--- src/rtl/fc_out_layer.sv ---
// Output fully connected layer: buffers one feature vector, MACs it against the
// weight ROM for each class, then emits one saturated, requantised score per class.
//
// state | meaning
// LOAD  | accept N_IN features into the buffer
// MAC   | issue N_IN ROM reads for the current class, then one drain cycle
// EMIT  | present the registered class score for one cycle
module fc_out_layer #(
    parameter int BIT     = 8,
    parameter int N_IN    = 16,
    parameter int N_CLASS = 10,
    parameter int SHIFT   = 7,
    parameter int ACC_W   = 2*BIT + $clog2(N_IN)
) (
    input  logic                              clk,
    input  logic                              rst_n,
    input  logic                              in_valid,
    output logic                              in_ready,
    input  logic signed [BIT-1:0]             in_data,
    output logic                              w_en,
    output logic [$clog2(N_CLASS*N_IN)-1:0]   w_addr,
    input  logic signed [BIT-1:0]             w_data,
    output logic                              score_valid,
    output logic                              score_first,
    output logic                              score_last,
    output logic signed [BIT-1:0]             score,
    output logic [3:0]                        score_idx,
    output logic                              busy
);

    localparam int AW = $clog2(N_CLASS*N_IN);
    localparam int FW = $clog2(N_IN);
    localparam int TW = $clog2(N_IN+1);
    localparam int CW = 4;
    localparam logic signed [ACC_W-1:0] SAT_MAX = ACC_W'((1 << (BIT-1)) - 1);
    localparam logic signed [ACC_W-1:0] SAT_MIN = ~SAT_MAX;

    typedef enum logic [1:0] {LOAD, MAC, EMIT} state_t;

    state_t                  state_q;
    logic [FW-1:0]           feat_cnt_q;
    logic [TW-1:0]           tap_q;
    logic [CW-1:0]           cls_q;
    logic signed [ACC_W-1:0] acc_q;
    logic signed [BIT-1:0]   fbuf_q [N_IN];

    logic                    score_valid_q;
    logic                    score_first_q;
    logic                    score_last_q;
    logic signed [BIT-1:0]   score_q;
    logic [CW-1:0]           score_idx_q;

    logic [FW-1:0]           rd_idx;
    logic signed [2*BIT-1:0] prod;
    logic signed [ACC_W-1:0] acc_d;
    logic signed [ACC_W-1:0] acc_shr;
    logic signed [BIT-1:0]   score_d;

    // w_data always answers the address issued one tap earlier
    always_comb begin
        rd_idx  = FW'(tap_q - TW'(1));
        prod    = (2*BIT)'(fbuf_q[rd_idx]) * (2*BIT)'(w_data);
        acc_d   = (tap_q == TW'(1)) ? ACC_W'(prod) : acc_q + ACC_W'(prod);
        acc_shr = acc_d >>> SHIFT;
        if (acc_shr > SAT_MAX) begin
            score_d = SAT_MAX[BIT-1:0];
        end else if (acc_shr < SAT_MIN) begin
            score_d = SAT_MIN[BIT-1:0];
        end else begin
            score_d = acc_shr[BIT-1:0];
        end
    end

    always_ff @(posedge clk) begin
        if (!rst_n) begin
            state_q       <= LOAD;
            feat_cnt_q    <= '0;
            tap_q         <= '0;
            cls_q         <= '0;
            acc_q         <= '0;
            score_valid_q <= 1'b0;
            score_first_q <= 1'b0;
            score_last_q  <= 1'b0;
            score_q       <= '0;
            score_idx_q   <= '0;
        end else begin
            score_valid_q <= 1'b0;
            score_first_q <= 1'b0;
            score_last_q  <= 1'b0;
            case (state_q)
                LOAD: begin
                    if (in_valid) begin
                        if (feat_cnt_q == FW'(N_IN-1)) begin
                            feat_cnt_q <= '0;
                            cls_q      <= '0;
                            tap_q      <= '0;
                            state_q    <= MAC;
                        end else begin
                            feat_cnt_q <= feat_cnt_q + FW'(1);
                        end
                    end
                end
                MAC: begin
                    if (tap_q != '0) begin
                        acc_q <= acc_d;
                    end
                    if (tap_q == TW'(N_IN)) begin
                        tap_q         <= '0;
                        score_valid_q <= 1'b1;
                        score_first_q <= (cls_q == '0);
                        score_last_q  <= (cls_q == CW'(N_CLASS-1));
                        score_q       <= score_d;
                        score_idx_q   <= cls_q;
                        state_q       <= EMIT;
                    end else begin
                        tap_q <= tap_q + TW'(1);
                    end
                end
                EMIT: begin
                    if (cls_q == CW'(N_CLASS-1)) begin
                        cls_q   <= '0;
                        state_q <= LOAD;
                    end else begin
                        cls_q   <= cls_q + CW'(1);
                        state_q <= MAC;
                    end
                end
                default: state_q <= LOAD;
            endcase
        end
    end

    // Feature storage is deliberately left out of reset
    always_ff @(posedge clk) begin
        if (rst_n && state_q == LOAD && in_valid) begin
            fbuf_q[feat_cnt_q] <= in_data;
        end
    end

    assign in_ready    = (state_q == LOAD);
    assign busy        = (state_q != LOAD);
    assign w_en        = (state_q == MAC) && (tap_q < TW'(N_IN));
    assign w_addr      = AW'(cls_q) * AW'(N_IN) + AW'(tap_q);
    assign score_valid = score_valid_q;
    assign score_first = score_first_q;
    assign score_last  = score_last_q;
    assign score       = score_q;
    assign score_idx   = score_idx_q;

endmodule

--- config.mk ---
export PLATFORM = sky130hd
export DESIGN_NAME = fc_out_layer
export DESIGN_NICKNAME = d
export VERILOG_FILES = /design/src/rtl/fc_out_layer.sv
export SDC_FILE = /design/constraint.sdc
export NUM_CORES = 1
export LEC_CHECK = 0
export CAP_MARGIN = 10
export CORE_AREA = 2 2 161 163
export DETAILED_ROUTE_END_ITERATION = 8
export DIE_AREA = 0 0 163 165
export PLACE_DENSITY = 0.67
export SYNTH_ARGS = -nofsm -noshare
export SYNTH_HDL_FRONTEND = slang
export SYNTH_SLANG_ARGS = --single-unit
export TNS_END_PERCENT = 1
--- constraint.sdc ---
create_clock -name clk -period 8.4 [get_ports clk]
set_clock_uncertainty 0.1 [all_clocks]
set_input_delay 1.68 -clock clk [delete_from_list [all_inputs] [get_ports clk]]
set_output_delay 1.68 -clock clk [all_outputs]
set_load 0.02 [all_outputs]
==> impl_metrics.csv <==
group,metric,value,unit
global_route,top_usage_layer,"met2",
die,rows,58,
die,dieArea,26900,sq um
setup_path,crit_required,8600,ps
status,status,"complete, no violations",
placement,routabilityCongestion,0.8535,
global_route,met3_usage,2.185,%
yosys,syn_nets,1100,
die,die_y,165,um
yosys,async_reset_ff_share,0,%
flow_run,cap_violations,0,
detailed_routing,vias,7468,
yosys,netlist_instances,961,
die,core_area,25040,sq um
layout,drive_above_1_share,16.00,%
setup_path,arrival,8290,ps
clocking,cts_root_buf,"clkbuf_16",
detailed_routing,wl_per_cell,17.08,um
timing,final-hold-violation-count,0,
global_route,grt_overflow_total,0,
timing,timing.fmax,123.6,MHz
yosys,syn_avg_cell_area,11.60,sq um
yosys,yosysTopAreaCellShare,34.49,%
clocking,clock_sinks,178,
timing,period_minus_slack,8092,ps
yosys,synth_top_area_cell,"edfxtp_1",
timing,finalWorstSetupSlack,307.7,ps
layout,final_nets,1176,
yosys,synth_seq_cells,178,
die,die_width,163,um
yosys,synth_area_leaders,"edfxtp_1 34%, fa_1 10%, dfxtp_1 9.0%",
timing,worst_pin_slew,1100,ps
clocking,clk_pin_slew_worst_paths,70,ps
hold_path,hp-class,"flop to flop",
clocking,htreeDepth,4,
setup_path,startpoint_type,"flop",
global_route,antenna_found_initial,0,
detailed_routing,firstDrtPassIters,5,
clocking,insertion_delay,440,ps
layout,diodes,0,
global_route,grt_start_max_net_pins,40,
timing,period_share,96.34,%
timing,max_slew_margin,26.20,%
layout,syn2layout_area_growth,17.22,%
detailed_routing,drc,0,
clocking,cts_made_buffers,17,
global_route,grt_first_pass_wirelength,39160,um
clocking,cts_tree,"yes",
clocking,ctsHoldBuffers,0,
setup_path,end_kind,"flop",
yosys,ys_types,65,
clocking,clockBufferDepth,2,
yosys,synth-edff-count,128,
timing,setup_viol,0,
detailed_routing,routed_wl,23570,um
yosys,ys.flop_type,"edfxtp_1",
yosys,yosysWarnings,0,
detailed_routing,final_antenna_net_count,0,
placement,dp_hpwl,17350,um
setup_path,setup.worst_path.class,"flop to flop",
timing,slew_viol_final,0,
global_route,grt_pass1_vias,7689,
detailed_routing,drtIter0Drc,461,
yosys,synthesis.area,11150,sq um
detailed_routing,via_per_inst,5.412,
die,start_util,44.52,%
global_route,track_usage,18.55,%
global_route,use_met2,33.76,%
yosys,yosysSeqAreaShare,43.47,%
global_route,met1_usage,23.10,%
placement,pre_cts_ws,-182.7,ps
die,boundaryPins,45,
placement,io_buffer_count,44,
setup_path,crit_fanout,11,
-- state kept, by name, indices dropped and copies added (netlist names) --
name         count
score            8
cls_q            4
score_last       1
score_first      1
score_valid      1
feat_cnt_q       4
tap_q            5
state_q          2
score_idx        4
acc_q           20
fbuf_q         128
-- worst max-delay path, cell delays in order (launching register included) --
cell and delay [ps]:
dfxtp_2 360, inv_1 70, ha_4 290, buf_12 140, mux4_2 520, mux4_2 600
and2_1 230, fa_1 560, inv_1 70, buf_4 150, fa_1 580, fa_1 460
fa_1 550, inv_1 40, ha_1 380, o2111ai_2 200, a311oi_4 480, xnor2_4 220
ha_4 270, a21oi_1 150, o21a_1 210, nand2_1 110, o2111ai_2 280, a211oi_4 120
buf_4 160, o211a_4 290, nor3b_1 210, o221ai_1 150
-- layer usage --
layer / vias to the layer above / wire (um)
li1: 3602 / -
met1: 3718 / 10210
met4: 0 / 409
met3: 26 / 650
met5: - / 0
met2: 122 / 12310
-- per-stage QoR --
| stage | utilization (%) | hold slack [ps] | setup TNS, ps | std cells | instance area [sq um] |
|---|---|---|---|---|---|
| final | 52.18 | 363.4 | 0 | 1380 | 13070 |
| after floorplan | - | 336.2 | 0 | 961 | 11180 |
| after global routing | 52.18 | 379.7 | -336.7 | 1380 | 13070 |
| after CTS | 50.95 | 364.1 | 0 | 1368 | 12760 |
| after global placement | 48.49 | 349.3 | -144.7 | 1334 | 12140 |
| after detailed placement | 48.49 | 354.0 | -979.3 | 1334 | 12140 |
-- logic make-up after synthesis --
kind of cell | Yosys count | share of synthesized area [%]
buffers and inverters | 137 | 4.962
AND/OR/NAND/NOR | 300 | 13.62
multiplexers | 48 | 8.801
adder cells (fa/ha/maj) | 120 | 17.24
flip-flops | 178 | 43.47
AO/OA/AOI/OAI | 141 | 8.869
XOR/XNOR | 37 | 3.042
-- cell type report --
class | count | area, sq um
fillers | 2124 | 11970
multi-input cells | 646 | 5987
flip-flops and latches | 178 | 4846
repair buffers | 94 | 852.1
clock buffers | 17 | 425.4
well taps | 330 | 412.9
inverters | 100 | 375.4
clock inverters | 15 | 166.4
-- synth_stat cells (17+ instances only) --
library cell and number:
fa_1 56, nor3_1 17, xnor2_1 20, dfxtp_1 50, a21oi_1 44, mux4_2 40
ha_1 64, nand2_1 68, nor2_1 80, edfxtp_1 128, and2_1 47, inv_1 99
o21ai_0 20, nand3_1 19
-- cell usage in the layout (no fill, tap or decap), types with 42 or more instances in the layout --
cell | netlist | final
clkdlybuf4s50_1 | 0 | 44
fa_1 | 56 | 56
and2_1 | 47 | 46
ha_1 | 64 | 59
a21oi_1 | 44 | 42
nor2_1 | 80 | 78
inv_1 | 99 | 99
buf_4 | 5 | 46
nand2_1 | 68 | 67
dfxtp_1 | 50 | 49
edfxtp_1 | 128 | 128
-- path summary, 6_finish.rpt --
check	startpoint	to	slack (ps)	depth (start not counted)
min	score_idx[3]$_SDFFE_PN0P_	score_idx[3]$_SDFFE_PN0P_	360	2
max reg2reg	tap_q[0]$_SDFFE_PN0P_	score[1]$_SDFFE_PN0P_	310	27
max	tap_q[0]$_SDFFE_PN0P_	score[1]$_SDFFE_PN0P_	310	27
min reg2reg	score_idx[3]$_SDFFE_PN0P_	score_idx[3]$_SDFFE_PN0P_	360	2
-- timing repair --
| action | 4_1_cts | 5_1_grt |
|---|---|---|
| setup buffers | 2 | 12 |
| resized for setup | 4 | 34 |
| endpoints found under the hold margin | 0 | 0 |
| setup endpoints to repair | 7 | 9 |
| pin swaps | 2 | 6 |
Power is left out: the tool's default activity adds up to more than one toggle a clock period on the data nets, which glitch-free logic cannot reach.
